**config.mk**
```make
export PLATFORM = sky130hd
export DESIGN_NAME = pll_lock_sequencer
export DESIGN_NICKNAME = d
export VERILOG_FILES = /design/src/rtl/pll_lock_sequencer.sv
export SDC_FILE = /design/constraint.sdc
export NUM_CORES = 1
export LEC_CHECK = 0
export CAP_MARGIN = 20
export CELL_PAD_IN_SITES_DETAIL_PLACEMENT = 0
export CELL_PAD_IN_SITES_GLOBAL_PLACEMENT = 1
export CORE_MARGIN = 2
export CORE_UTILIZATION = 44
export DETAILED_ROUTE_END_ITERATION = 12
export PLACE_DENSITY = 0.84
export SLEW_MARGIN = 20
export SYNTH_ARGS = -nofsm -noshare
export SYNTH_HDL_FRONTEND = slang
export SYNTH_SLANG_ARGS = --single-unit
```
**constraint.sdc**
```tcl
create_clock -name refclk -period 2.7 [get_ports refclk]
set_clock_uncertainty 0.15 [all_clocks]
set_input_delay 0.27 -clock refclk [delete_from_list [all_inputs] [get_ports refclk]]
set_output_delay 0.27 -clock refclk [all_outputs]
set_load 0.01 [all_outputs]
```
**src/rtl/pll_lock_sequencer.sv**
```systemverilog
// pll_lock_sequencer: drives the PLL reset, retries on lock timeout and releases
// the core reset only after the synchronized lock has been stable long enough.
module pll_lock_sequencer #(
   parameter int RST_CYCLES    = 16,
   parameter int LOCK_TIMEOUT  = 50000,
   parameter int STABLE_CYCLES = 1024,
   parameter int MAX_RETRY     = 4,
   parameter int CNT_W         = 20
) (
   input  logic       refclk,
   input  logic       rst_n,
   input  logic       pll_locked,
   input  logic       restart,
   output logic       pll_rst,
   output logic       core_rst,
   output logic       ready,
   output logic       fail,
   output logic [3:0] retry_cnt,
   output logic [7:0] relock_cnt
);
   localparam logic [2:0] S_RESET  = 3'd0;
   localparam logic [2:0] S_WAIT   = 3'd1;
   localparam logic [2:0] S_STABLE = 3'd2;
   localparam logic [2:0] S_RUN    = 3'd3;
   localparam logic [2:0] S_FAIL   = 3'd4;
   localparam logic [CNT_W-1:0] RST_END = CNT_W'(RST_CYCLES - 1);
   localparam logic [CNT_W-1:0] TO_END  = CNT_W'(LOCK_TIMEOUT - 1);
   localparam logic [CNT_W-1:0] ST_END  = CNT_W'(STABLE_CYCLES - 1);
   localparam logic [CNT_W-1:0] CNT_ONE = CNT_W'(1);
   localparam logic [3:0]       MAX_R   = 4'(MAX_RETRY);

   logic [1:0]       sync_q;
   logic             locked_s;
   logic [2:0]       state_q, state_d;
   logic [CNT_W-1:0] cnt_q, cnt_d;
   logic [3:0]       retry_q, retry_d;
   logic [7:0]       relock_q, relock_d;
   logic             pll_rst_q, core_rst_q, ready_q, fail_q;

   assign locked_s   = sync_q[1];
   assign pll_rst    = pll_rst_q;
   assign core_rst   = core_rst_q;
   assign ready      = ready_q;
   assign fail       = fail_q;
   assign retry_cnt  = retry_q;
   assign relock_cnt = relock_q;

   // restart overrides every state, so a simultaneous lock loss is never counted
   always_comb begin
      state_d  = state_q;
      retry_d  = retry_q;
      relock_d = relock_q;
      if (restart) begin
         state_d = S_RESET;
         retry_d = '0;
      end else begin
         case (state_q)
            S_RESET: state_d = (cnt_q == RST_END) ? S_WAIT : S_RESET;
            S_WAIT: begin
               if (locked_s) begin
                  state_d = S_STABLE;
               end else if (cnt_q == TO_END) begin
                  retry_d = retry_q + 4'd1;
                  state_d = (retry_d == MAX_R) ? S_FAIL : S_RESET;
               end
            end
            S_STABLE: begin
               if (!locked_s) begin
                  state_d = S_WAIT;
               end else if (cnt_q == ST_END) begin
                  state_d = S_RUN;
                  retry_d = '0;
               end
            end
            S_RUN: begin
               if (!locked_s) begin
                  state_d  = S_RESET;
                  relock_d = (relock_q == 8'hff) ? relock_q : relock_q + 8'd1;
               end
            end
            S_FAIL: state_d = S_FAIL;
            default: state_d = S_RESET;
         endcase
      end
      cnt_d = (restart || state_d != state_q || state_q == S_RUN || state_q == S_FAIL) ? '0 : cnt_q + CNT_ONE;
   end

   always_ff @(posedge refclk or negedge rst_n) begin
      if (!rst_n) begin
         sync_q     <= '0;
         state_q    <= S_RESET;
         cnt_q      <= '0;
         retry_q    <= '0;
         relock_q   <= '0;
         pll_rst_q  <= 1'b1;
         core_rst_q <= 1'b1;
         ready_q    <= 1'b0;
         fail_q     <= 1'b0;
      end else begin
         sync_q     <= {sync_q[0], pll_locked};
         state_q    <= state_d;
         cnt_q      <= cnt_d;
         retry_q    <= retry_d;
         relock_q   <= relock_d;
         pll_rst_q  <= (state_d == S_RESET) || (state_d == S_FAIL);
         core_rst_q <= (state_d != S_RUN);
         ready_q    <= (state_d == S_RUN);
         fail_q     <= (state_d == S_FAIL);
      end
   end
endmodule

```
==> results of run 1 <==
[cell families after synthesis]
logic type | Yosys count
xor+xnor | 26
flops | 41
compound gates | 35
mux | 1
simple gates | 90
buf+inv | 9
fa+ha+maj | 3
[synthesized netlist by cell type (2+ instances only)]
cell type,instances,area [µm²]
sky130_fd_sc_hd__nand4_1,9,56.3
sky130_fd_sc_hd__xnor2_1,11,96.3
sky130_fd_sc_hd__dfrtp_1,39,976
sky130_fd_sc_hd__or2_2,2,12.5
sky130_fd_sc_hd__a21oi_1,25,125
sky130_fd_sc_hd__nand3_1,22,110
sky130_fd_sc_hd__xor2_1,15,131
sky130_fd_sc_hd__and2_1,2,12.5
sky130_fd_sc_hd__nor4_4,2,42.5
sky130_fd_sc_hd__nand2b_1,2,12.5
sky130_fd_sc_hd__dfstp_2,2,52.6
sky130_fd_sc_hd__nor2b_1,2,12.5
sky130_fd_sc_hd__nor3_1,6,30.0
sky130_fd_sc_hd__buf_2,3,15.0
sky130_fd_sc_hd__nor4_1,2,12.5
sky130_fd_sc_hd__ha_1,3,37.5
sky130_fd_sc_hd__clkbuf_1,3,11.3
sky130_fd_sc_hd__a21boi_0,3,22.5
sky130_fd_sc_hd__and3_1,4,25.0
sky130_fd_sc_hd__nand2_1,14,52.6
sky130_fd_sc_hd__nor2_1,13,48.8
sky130_fd_sc_hd__inv_1,3,11.3
[cells in the final DEF (no fill, tap or decap), types with 9 or more instances in the layout]
cell                              instances
sky130_fd_sc_hd__nand3_1                 22
sky130_fd_sc_hd__nand2_1                 14
sky130_fd_sc_hd__dfrtp_1                 39
sky130_fd_sc_hd__xor2_1                  15
sky130_fd_sc_hd__nand4_1                  9
sky130_fd_sc_hd__nor2_1                  13
sky130_fd_sc_hd__clkdlybuf4s50_1         18
sky130_fd_sc_hd__a21oi_1                 25
sky130_fd_sc_hd__xnor2_1                 11
[critical path, cell delays in order (launching register included)]
cell	delay [ns]
sky130_fd_sc_hd__dfrtp_1	0.42
sky130_fd_sc_hd__ha_1	0.26
sky130_fd_sc_hd__and3_1	0.23
sky130_fd_sc_hd__and4_4	0.22
sky130_fd_sc_hd__a21boi_0	0.28
sky130_fd_sc_hd__o21ai_1	0.12
sky130_fd_sc_hd__buf_4	0.22
sky130_fd_sc_hd__a21oi_1	0.18
[metal layers]
layer | vias up | share of wire, % | wire, µm | track usage [%]
li1 | 777 | - | - | -
met1 | 743 | 49 | 1970 | 22.3
met2 | 22 | 45 | 1830 | 26.6
met3 | 9 | 3.5 | 142 | 4.14
met4 | 0 | 2.3 | 92 | 8.23
met5 | - | 0 | 0 | 0
[state kept, by name, indices dropped and copies added (netlist names)]
signal      flops
cnt_q          20
core_rst        1
fail            1
pll_rst         1
ready           1
relock_cnt      8
retry_cnt       4
state_q         3
sync_q          2
[final cells by class]
| type | instances | area [µm²] | area share [%] |
|---|---|---|---|
| inverter | 3 | 11.3 | 0.460 |
| timing repair buffer | 23 | 218 | 8.90 |
| clock buffer | 6 | 82.6 | 3.37 |
| multi-input combinational | 155 | 1000 | 41.1 |
| clock inverter | 2 | 37.5 | 1.53 |
| tap | 52 | 65.1 | 2.66 |
| sequential | 41 | 1030 | 42.0 |
[power groups by stage]
stage,Clock [mW],Sequential (mW),Combinational [mW]
2_1_floorplan,0,0.636,0.0155
3_3_place_gp,0,0.637,0.0361
3_5_place_dp,0,0.638,0.0366
4_1_cts,0.532,0.626,0.0379
5_1_grt,0.561,0.626,0.0423
6_report,0.517,0.626,0.0367
[final timing paths]
check	start	endpoint	slack, ns
min in group asynchronous	rst_n	retry_cnt[1]$_DFFE_PN0P_	0.48
min	sync_q[0]$_DFF_PN0_	sync_q[1]$_DFF_PN0_	0.20
max in group asynchronous	rst_n	state_q[0]$_DFF_PN0_	1.34
min reg2reg	sync_q[0]$_DFF_PN0_	sync_q[1]$_DFF_PN0_	0.20
max reg2reg	cnt_q[0]$_DFF_PN0_	cnt_q[0]$_DFF_PN0_	0.54
max	cnt_q[0]$_DFF_PN0_	cnt_q[0]$_DFF_PN0_	0.54
[repair_timing]
action / in CTS / in global routing
endpoints found under the setup margin: 0 / 0
hold endpoints to repair: 26 / 0
gates resized for setup: 0 / 0
hold buffers: 1 / 0
[stage by stage]
| step | setup WS (ns) | hold slack (ns) |
|---|---|---|
| 2_1_floorplan | 0.720 | -0.176 |
| 3_3_place_gp | 0.571 | 0.185 |
| 3_5_place_dp | 0.536 | 0.190 |
| 4_1_cts | 0.530 | 0.208 |
| 5_1_grt | 0.384 | 0.223 |
| 6_report | 0.543 | 0.205 |
==> results.md, run 1 <==
Outcome:
- The run finished with clean final reports.

Global route:
- The first-pass GRT wire length is 6940 µm.
- The largest net degree at the start of global routing is 42.
- The total congestion overflow is 0.
- The initial antenna violation count is 0.
- Global routing used 17.1% of the available tracks.
- The number of global-route vias before repair was 1535.

Detailed routing:
- The total number of vias is 1551.
- Using the TritonRoute via totals, the vias-per-cell ratio works out to 5.50.
- For this block, the initial DRC count from the detailed router was 100.
- The number of detailed-route iterations in the first pass is 4.
- The number of design rule violations left after detail routing is 0.
- The detail route stage leaves a number of antenna-violating nets equal to 0.
- Dividing the detail-routed wire length by the instance count gives 14.3 µm.
- The total routed wirelength is 4030 µm.

Timing:
- Adding up every negative setup slack in the final design gives 0 ns.
- The final number of setup-violating endpoints is 0.
- The number of hold violations in the final report is 0.
- Setup repair after global routing left no endpoint under its margin.
- The max-slew violation count is 0.
- The shortest clock period the worst path allows after layout is 2.16 ns.
- The final clock period utilization by the worst path is 79.9%.
- The remaining max-slew budget at the tightest pin is 39.6%.
- For the pin with the worst max-slew slack, the measured transition is 0.906 ns.
- Based on the critical path, the design can be clocked at up to 464 MHz.

Run:
- The number of max-capacitance violations reported is 0.

Synth:
- The compound-gate portion of the synthesized area is 9.61%.
- Counting flops with an async set or reset pin after synthesis yields a share of 100%.
- The post-synthesis average cell area is 10.1 µm².
- The count of different cell masters after synthesis is 40.
- After synthesis, the share of cell area in mux cells is 0.544%.
- The fraction of the mapped netlist area in simple logic gates is 25.6%.
- The number of enable-type register cells in the synthesized netlist is 0.
- The synthesized-area fraction occupied by adder cells is 1.81%.
- After synthesis the cells add up to 2070 µm².
- The xor/xnor share of the synthesized area is 11.0%.
- The flop and latch count out of synthesis is 41.
- When the netlist entered floorplanning its net count stood at 212.
- The proportion of synthesized chip area in sequential cells is 49.7%.
- The number of warning messages in the yosys log is 0.
- Synthesis produced a netlist whose cell count is 205.
- By area, the combinational part of the netlist is dominated by simple AND/OR/NAND/NOR gates.
- The prevailing post-synth register cell is sky130_fd_sc_hd__dfrtp_1.

Clock tree:
- The total setup buffers inserted after CTS is 0.
- The clock root buffer master is sky130_fd_sc_hd__clkbuf_8.
- The maximum level of the CTS H-tree is 2.
- The tree built by TritonCTS fans out to 41 sinks.
- The number of buffers created by CTS is 5.
- The source-to-sink clock delay at the later pin of the worst-skew pair is 0.30 ns.
- TritonCTS built the clock tree.
- No sink is reached through more buffers than the 2 on the longest clock path.
- The clock transition at the registers of the reported paths is 0.08 ns.

Die:
- During I/O placement, the number of pins put on the boundary was 20.
- The area of the die is 5270 µm².
- The chip height is 72.6 µm.
- The core outline area is 4440 µm².
- The die is 72.6 µm wide.
- The initial core utilization is 46.6%.
- The number of cell rows is 24.

Worst setup path:
- The worst endpoint data arrival time is 2.22 ns.
- The worst setup path is launched from a flop.
- In this run the worst path has a maximum fanout of 20.
- The critical path is of the flop to flop type.
- STA puts the critical path data required time at 2.77 ns.
- The worst setup path is captured at a flop.
- The number of cell instances on the worst register-to-register path is 7.

Cells and area:
- The number of antenna diodes in the final layout is 0.
- The finished cells cover 2450 µm².
- Counting the fill cells in the layout gives 395.
- At the end of the flow the core is filled with cells to 55.1%.
- At the end of the flow, the number of nets in the layout was 236.
- In the final layout, the share of cells above drive strength 1 is 10.9%.
- The layout-stage area growth over the synthesis result is 18.2%.
- The count of cells in the finished layout, fillers not included, comes to 282.

Pwr:
- Total power for the finished layout comes to 1.18 mW.
- The internal portion of total power is 0.932 mW.
- Net switching is 21.0% of the power.
- Sequential cells account for 53.0% of the total power.
- The portion of total power attributed to the clock network is 43.8%.
- The analysis attributes to cell leakage a power of 1.00 nW.
- In this run the power density over the cells is 482 nW/µm².
- The analysis attributes to net switching a power of 0.247 mW.
- The peak supply drop is 0.227 mV.
- Per report_power, the combinational group accounts for 3.1% of the total.

Placed design:
- The cell area after placement is 2320 µm².
- The number of I/O port buffers is 19.
- The cell total after placement is 273.
- The final weighted congestion of routability-driven global placement is 0.768.
- The half-perimeter wire length after detailed placement is 2680 µm.

Hold path:
- Counting instances, the worst hold path has a depth of 0.
- The kind of path behind the tightest hold check is flop to flop.
(Power assumes the default switching activity.)
==> inputs of run 2 (changes only) <==
Clock period 2.7 ns to 2 ns, I/O delays scaled along.
==> run 2 against run 1 <==
Compared with the run above:
- the run now ends with negative setup slack left
- critical path depth fell by 2
- sequential share of layout area down 4.5 points
- largest cell class is now multi-input gates
- global-route usage is 0.91 points higher
- wire length rose by 11%
- worst hold slack lost 0.013 ns
- die area unchanged
- count of clock-buffer cells in the layout unchanged
- highest routed layer unchanged
- maximum frequency is 5.4% higher
==> results.md, run 2 (synthesis results as in run 1) <==
Outcome:
- The flow ran to the end, but the final reports show violations.
- The final reports fail on negative setup slack.

Detailed routing:
- The wire length per cell is 14.6 µm (+2.0%).
- The per-cell via count in the routed design is 5.37 (-2.4%).
- The number of detailed-route iterations in the first pass came to 4 (unchanged).
- The number of design rule violations left after detail routing is 0 (unchanged).
- The total number of vias is 1643 (+5.9%).
- The total routed wirelength is 4470 µm (+11%).
- The count of routing violations after the opening detailed-route iteration was 52 (-48%).
- The post-route antenna net violation count is 0 (unchanged).

Cells and area:
- Leaving out fill and tap cells, the most frequent cell in the layout is sky130_fd_sc_hd__dfrtp_1.
- The proportion of layout cells with a drive suffix above 1 is 24.0% (+13 points).
- The number of nets in the layout is 260 (+10%).
- The multi-input logic area is 1070 µm² (+6.6%).
- The core utilization of the finished layout is 61.7% (+6.6 points).
- The number of fill cells in the layout is 400 (+1.3%).
- The flip-flop count of the largest register after layout is 20 (unchanged).
- More flip-flops sit in one register than any other, and that register is cnt_q.
- The count of non-filler cells in the finished layout is 306 (+8.5%).
- The total inserted antenna cells is 0 (unchanged).
- The sequential cell area in the final layout came to 1030 µm² (unchanged).
- The top cell types in the final layout, fill and taps aside, are sky130_fd_sc_hd__dfrtp_1 (39), sky130_fd_sc_hd__buf_4 (23), sky130_fd_sc_hd__nand3_1 (21), sky130_fd_sc_hd__a21oi_1 (21), sky130_fd_sc_hd__clkdlybuf4s50_1 (18).
- From synthesis to final layout, the design area changed by 32.3%.

Global route:
- The first-pass GRT wire length is 7430 µm (+7.1%).
- The number of global-route vias before repair was 1633 (+6.4%).
- The met2 layer usage reported by global route is 28.0% (+1.4 points).
- The total congestion overflow came to 0 (unchanged).
- The total routing usage reported by global routing is 18.0% (+0.91 points).
- The busiest layer in global routing is met2.
- The largest net degree at the start of global routing is 31 (-26%).
- The met1 track demand over resource is 25.0% (+2.7 points).
- The initial antenna violation count came to 0 (unchanged).
- The met3 capacity usage during global routing is 3.31% (-0.83 points).

Die:
- The chip height was 72.6 µm (unchanged).
- The area of the die is 5270 µm² (unchanged).
- The initial core utilization is 46.6% (unchanged).
- The width of the die was 72.6 µm (unchanged).
- The core outline area is 4440 µm² (unchanged).
- The number of cell rows is 24 (unchanged).
- The number of placed I/O pins is 20 (unchanged).

Pwr:
- The peak supply drop is 0.344 mV (+52%).
- The portion of total power attributed to the clock network is 43.1% (-0.7 points).
- The sequential group share of total power came to 52.8% (-0.2 points).
- The static leakage power is 1.15 nW (+15%).
- The net load switching power is 0.327 mW (+32%).
- The total power of the final layout is 1.60 mW (+35%).
- The share of total power in combinational logic is 4.1% (+1.0 points).
- The total power divided by cell area was 583 nW/µm² (+21%).
- The internal portion of total power is 1.27 mW (+36%).
- The switching power share of the total is 20.5% (-0.47 points).

Worst setup path:
- The type of origin of the critical path is a flop.
- In this run the critical register-to-register path is launched from cnt_q[17]$_DFF_PN0_.
- The setup slack on the worst flop-to-flop path was -0.05 ns (-0.59 ns).
- The worst endpoint data arrival time is 2.12 ns (-0.10 ns).
- The number of cell instances on the worst register-to-register path was 5 (-2).
- STA classifies the critical path endpoint as a flop.
- The critical path in this run is classified as flop to flop.
- The endpoint identified for the worst register-to-register timing path is fail$_DFF_PN0_.
- The maximum fanout encountered on the critical timing path is 6 (-70%).
- The start point of the critical path is cnt_q[17]$_DFF_PN0_.
- The capturing instance or port of the critical path is fail$_DFF_PN0_.
- The data required time at the worst endpoint is 2.07 ns (-0.70 ns).

Timing:
- The actual transition at the worst max-transition pin is 0.671 ns (-0.235 ns).
- Setup repair after global routing could not meet its margin everywhere.
- The number of hold violations in the final report is 0 (unchanged).
- The setup slack of the critical path after layout is -0.0457 ns (-0.589 ns).
- The shortest clock period the worst path allows after layout is 2.05 ns (-0.111 ns).
- The max-slew violation count is 0 (unchanged).
- The final clock period utilization by the worst path was 102% (+22 points).
- The final number of setup-violating endpoints is 7 (+7).
- The final-layout worst hold slack was 0.191 ns (-0.0132 ns).
- The remaining max-slew budget at the tightest pin is 55.3% (+16 points).
- The highest achievable clock rate came to 489 MHz (+5.4%).

Hold path:
- In this run the worst hold path is classified as input port to flop.
- The count of cells along the worst hold path was 1 (+1).

Clock tree:
- The maximum level of the CTS H-tree is 2 (unchanged).
- TritonCTS built the clock tree.
- In this run the clock root is driven by a sky130_fd_sc_hd__clkbuf_8.
- The source-to-sink clock delay at the later pin of the worst-skew pair came to 0.29 ns (about the same).
- The number of buffers created by CTS is 5 (unchanged).
- The clock transition at the registers of the reported paths is 0.08 ns (about the same).
- The maximum clock insertion buffer count was 2 (unchanged).
- The TritonCTS sink count came to 41 (unchanged).

Placed design:
- The half-perimeter wire length after detailed placement is 2950 µm (+10%).
- The cell total after placement was 293 (+7.3%).
- The final weighted congestion of routability-driven global placement was 0.768 (about the same).
- The number of I/O port buffers is 19 (unchanged).

Run:
- The number of max-capacitance violations reported came to 0 (unchanged).
## run 2: changes by cell type in the layout (fill, tap and decap cells not counted), moves of 2 or more
| cell | delta |
|---|---|
| sky130_fd_sc_hd__buf_12 | +2 |
| sky130_fd_sc_hd__a21oi_1 | -4 |
| sky130_fd_sc_hd__a21oi_2 | +4 |
| sky130_fd_sc_hd__buf_4 | +20 |
## run 2: cell type report
type                       count  area share, %
multi-input combinational    155           39.1
clock inverter                 2           1.37
timing repair buffer          47           16.2
tap                           52           2.37
sequential                    41           37.5
inverter                       3          0.411
clock buffer                   6           3.01
## run 2: metrics by stage
| stage | TNS [ns] | instance area (µm²) | setup slack, ns |
|---|---|---|---|
| global route | -2.05 | 2740 | -0.119 |
| global placement | -0.0474 | 2490 | -0.0212 |
| CTS | -0.115 | 2660 | -0.0304 |
| finish | -0.106 | 2740 | -0.0457 |
| floorplan | 0 | 2070 | 0.0197 |
| detailed placement | -0.167 | 2490 | -0.0455 |
## run 2: critical path, cell delays in order, from the launching register on
cell	delay [ns]
sky130_fd_sc_hd__dfrtp_1	0.42
sky130_fd_sc_hd__nor4_4	0.35
sky130_fd_sc_hd__and4_4	0.33
sky130_fd_sc_hd__nand3_4	0.08
sky130_fd_sc_hd__or4b_4	0.51
sky130_fd_sc_hd__a21oi_1	0.15
## run 2: repair_timing
item / CTS / global route
pin swaps: 3 / 3
endpoints found under the hold margin: 27 / 0
gates cloned: 0 / 2
resized for setup: 4 / 13
endpoints found under the setup margin: 23 / 29
hold buffers: 1 / 0
setup buffers: 2 / 1
## run 2: power by group through the flow
stage / registers (mW) / logic, mW / clock network, mW
2_1_floorplan: 0.859 / 0.0210 / 0
6_report: 0.843 / 0.0659 / 0.688
3_5_place_dp: 0.859 / 0.0641 / 0
5_1_grt: 0.845 / 0.0741 / 0.737
4_1_cts: 0.843 / 0.0662 / 0.710
3_3_place_gp: 0.859 / 0.0634 / 0
## run 2: how the worst min path moves through the flow
stage,startpoint,endpoint
after floorplan,rst_n,cnt_q[0]$_DFF_PN0_
after global placement,rst_n,cnt_q[12]$_DFF_PN0_
after detailed placement,rst_n,retry_cnt[0]$_DFFE_PN0P_
after CTS,pll_locked,sync_q[0]$_DFF_PN0_
after global routing,pll_locked,sync_q[0]$_DFF_PN0_
final,pll_locked,sync_q[0]$_DFF_PN0_
## run 2: routing by layer
| metal | routed length, µm | vias up | part of all wire (%) |
|---|---|---|---|
| li1 | - | 831 | - |
| met1 | 2180 | 786 | 49 |
| met2 | 2120 | 19 | 48 |
| met3 | 82 | 7 | 1.8 |
| met4 | 80 | 0 | 1.8 |
| met5 | 0 | - | 0 |
==> inputs of run 3 (changes only) <==
Settings changed: RECOVER_POWER set to 25, TNS_END_PERCENT set to 20.
Clock period 2 ns to 2.1 ns, I/O delays scaled along.
==> run 3 against run 2 <==
Compared with the run above:
- the flow now finishes without violations
- combinational power is 8.8% lower
- power is 0.86% higher
- global-route usage is 0.35 points lower
- utilization is 2.7 points lower
- first-iteration DRC count is 75% higher
==> results.md, run 3 (synthesis results as in run 1) <==
Outcome:
- The flow ran to the end, and the final reports show no timing, DRC or antenna violations.

Worst setup path:
- The capturing instance or port of the critical path is fail$_DFF_PN0_.
- The number of cell instances on the worst register-to-register path is 5 (unchanged).
- The maximum fanout encountered on the critical timing path came to 6 (unchanged).
- The sort of element at the end of the critical path is a flop.
- The type of origin of the critical path is a flop.
- The number of buffers and inverters on the critical path is 0 (unchanged).
- The setup slack on the worst flop-to-flop path is 0.02 ns (+0.07 ns).
- The delay of the slowest critical-path stage is 0.55 ns (+0.04 ns).
- The worst register-to-register path ends at fail$_DFF_PN0_.
- The dominant delay contributor by cell family on the critical path is simple AND/OR/NAND/NOR gates.
- The setup path with the least slack is of type flop to flop.
- On the critical path, the stage with the largest delay is an instance of sky130_fd_sc_hd__or4b_4.
- The most critical setup path has its startpoint at cnt_q[13]$_DFF_PN0_.
- The total number of cells along the worst setup path is 5 (unchanged).
- The worst endpoint data arrival time came to 2.15 ns (+0.03 ns).
- Traced cell by cell, the critical path runs through nor4_4, and4_4, nand3_4, or4b_4, a21oi_2.
- The startpoint identified for the worst register-to-register timing path is cnt_q[13]$_DFF_PN0_.
- The data required time at the worst endpoint is 2.17 ns (+0.10 ns).

Timing:
- The final-layout worst hold slack was 0.204 ns (+0.0121 ns).
- The remaining max-slew budget at the tightest pin is 34.1% (-21 points).
- The number of hold violations in the final report is 0 (unchanged).
- The final number of setup-violating endpoints is 0 (-7).
- Setup repair after global routing could not meet its margin everywhere.
- The actual transition at the worst max-transition pin came to 0.989 ns (+0.318 ns).
- The highest achievable clock rate was 482 MHz (-1.4%).
- The max-slew violation count is 0 (unchanged).
- The shortest clock period the worst path allows after layout is 2.08 ns (+0.0299 ns).
- The final clock period utilization by the worst path is 98.8% (-3.4 points).
- The setup slack of the critical path after layout came to 0.0244 ns (+0.0701 ns).

Global route:
- The total routing usage reported by global routing is 17.6% (-0.35 points).
- The first-pass GRT wire length is 7360 µm (-0.93%).
- The largest net degree at the start of global routing is 42 (+35%).
- The number of global-route vias before repair is 1588 (-2.8%).
- The initial antenna violation count is 0 (unchanged).
- The total congestion overflow was 0 (unchanged).

Detailed routing:
- The post-route antenna net violation count is 0 (unchanged).
- The total routed wirelength is 4360 µm (-2.4%).
- The total number of vias was 1622 (-1.3%).
- The count of routing violations after the opening detailed-route iteration was 91 (+75%).
- The wire length per cell is 14.7 µm (+0.52%).
- The number of detailed-route iterations in the first pass is 4 (unchanged).
- The per-cell via count in the routed design was 5.46 (+1.7%).
- The number of design rule violations left after detail routing is 0 (unchanged).

Cells and area:
- The proportion of layout cells with a drive suffix above 1 is 18.8% (-5.2 points).
- The total inserted antenna cells is 0 (unchanged).
- The largest register by flop count is cnt_q.
- The flip-flop count of the largest register after layout is 20 (unchanged).
- The layout-stage area growth over the synthesis result is 26.5%.
- The number of nets in the layout is 251 (-3.5%).
- The number of fill cells in the layout came to 386 (-3.5%).
- The library cells used most frequently in the layout, excluding fill and tap cells, are sky130_fd_sc_hd__dfrtp_1 (38), sky130_fd_sc_hd__a21oi_1 (23), sky130_fd_sc_hd__nand3_1 (22), sky130_fd_sc_hd__clkdlybuf4s50_1 (17).
- The commonest non-fill, non-tap cell in the layout is sky130_fd_sc_hd__dfrtp_1.

Clock tree:
- The tree is rooted in a sky130_fd_sc_hd__clkbuf_8.
- The number of buffers created by CTS is 5 (unchanged).
- The source-to-sink clock delay at the later pin of the worst-skew pair is 0.29 ns (about the same).
- TritonCTS built the clock tree.
- The maximum level of the CTS H-tree is 2 (unchanged).
- The maximum clock insertion buffer count is 2 (unchanged).
- The TritonCTS sink count is 41 (unchanged).
- The clock transition at the registers of the reported paths is 0.08 ns (about the same).

Pwr:
- The static leakage power is 1.09 nW (-5.1%).
- The peak supply drop is 0.551 mV (+60%).
- The total power divided by cell area is 615 nW/µm² (+5.5%).

Die:
- The core outline area was 4440 µm² (unchanged).
- The number of placed I/O pins was 20 (unchanged).
- The chip height is 72.6 µm (unchanged).
- The initial core utilization is 46.6% (unchanged).
- The width of the die came to 72.6 µm (unchanged).
- The number of cell rows is 24 (unchanged).
- The area of the die is 5270 µm² (unchanged).

Placed design:
- The worst setup slack before clock tree synthesis is 0.00413 ns (+0.0497 ns).
- The final weighted congestion of routability-driven global placement is 0.784 (+2.1%).
- The half-perimeter wire length after detailed placement came to 2920 µm (-1.0%).
- The number of I/O port buffers was 19 (unchanged).

Run:
- The number of max-capacitance violations reported is 0 (unchanged).

Hold path:
- The tightest min-delay check is of the flop to flop type.
==> run 3: layer usage <==
layer	share of wire, %	wire length [µm]	global-route usage [%]	vias up
met5	0	0	0	-
met4	1.1	47	5.14	0
met3	2.0	88	3.31	4
met2	48	2110	28.2	21
met1	48	2110	24.5	789
li1	-	-	-	808
==> run 3: report_power, final <==
group          internal [mW]  leakage [nW]  switching (mW)  total [mW]
Combinational         0.0239         0.465          0.0362      0.0601
Sequential             0.796         0.557         0.00589       0.802
Clock                  0.472        0.0681           0.276       0.748
==> run 3: metrics by stage <==
step / TNS, ns / total power [mW] / area (µm²) / util (%) / std cells
global placement: 0 / 0.877 / 2420 / 54.4 / 283
global route: -0.0857 / 1.67 / 2620 / 58.9 / 297
CTS: 0 / 1.62 / 2560 / 57.6 / 292
detailed placement: 0 / 0.879 / 2420 / 54.4 / 283
floorplan: 0 / 0.838 / 2070 / - / 205
finish: 0 / 1.61 / 2620 / 58.9 / 297
==> run 3: area by class of cell <==
class | count | area [µm²] | share of cell area [%]
Sequential cell | 41 | 1030 | 39.3
Multi-Input combinational cell | 155 | 1030 | 39.2
Timing Repair Buffer | 38 | 353 | 13.5
Clock buffer | 5 | 68.8 | 2.63
Clock inverter | 3 | 65.1 | 2.48
Tap cell | 52 | 65.1 | 2.48
Inverter | 3 | 11.3 | 0.430
==> run 3: repair_timing <==
item	4_1_cts	5_1_grt
endpoints found under the hold margin	39	0
setup endpoints to repair	20	23
hold buffers	1	0
setup buffers	0	5
resized for setup	1	6
pin swaps	0	7
==> run 3: how the worst min path moves through the flow <==
stage,cells past startpoint,from,end
floorplan,0,rst_n,cnt_q[0]$_DFF_PN0_
detailed placement,2,rst_n,cnt_q[7]$_DFF_PN0_
global placement,2,rst_n,cnt_q[14]$_DFF_PN0_
global route,0,sync_q[0]$_DFF_PN0_,sync_q[1]$_DFF_PN0_
CTS,1,pll_locked,sync_q[0]$_DFF_PN0_
finish,0,sync_q[0]$_DFF_PN0_,sync_q[1]$_DFF_PN0_
==> run 3: worst register-to-register path, stage by stage (launching register included) <==
cell and delay, ns:
sky130_fd_sc_hd__dfrtp_2 0.45, sky130_fd_sc_hd__nor4_4 0.32, sky130_fd_sc_hd__and4_4 0.32, sky130_fd_sc_hd__nand3_4 0.10
sky130_fd_sc_hd__or4b_4 0.55, sky130_fd_sc_hd__a21oi_2 0.12
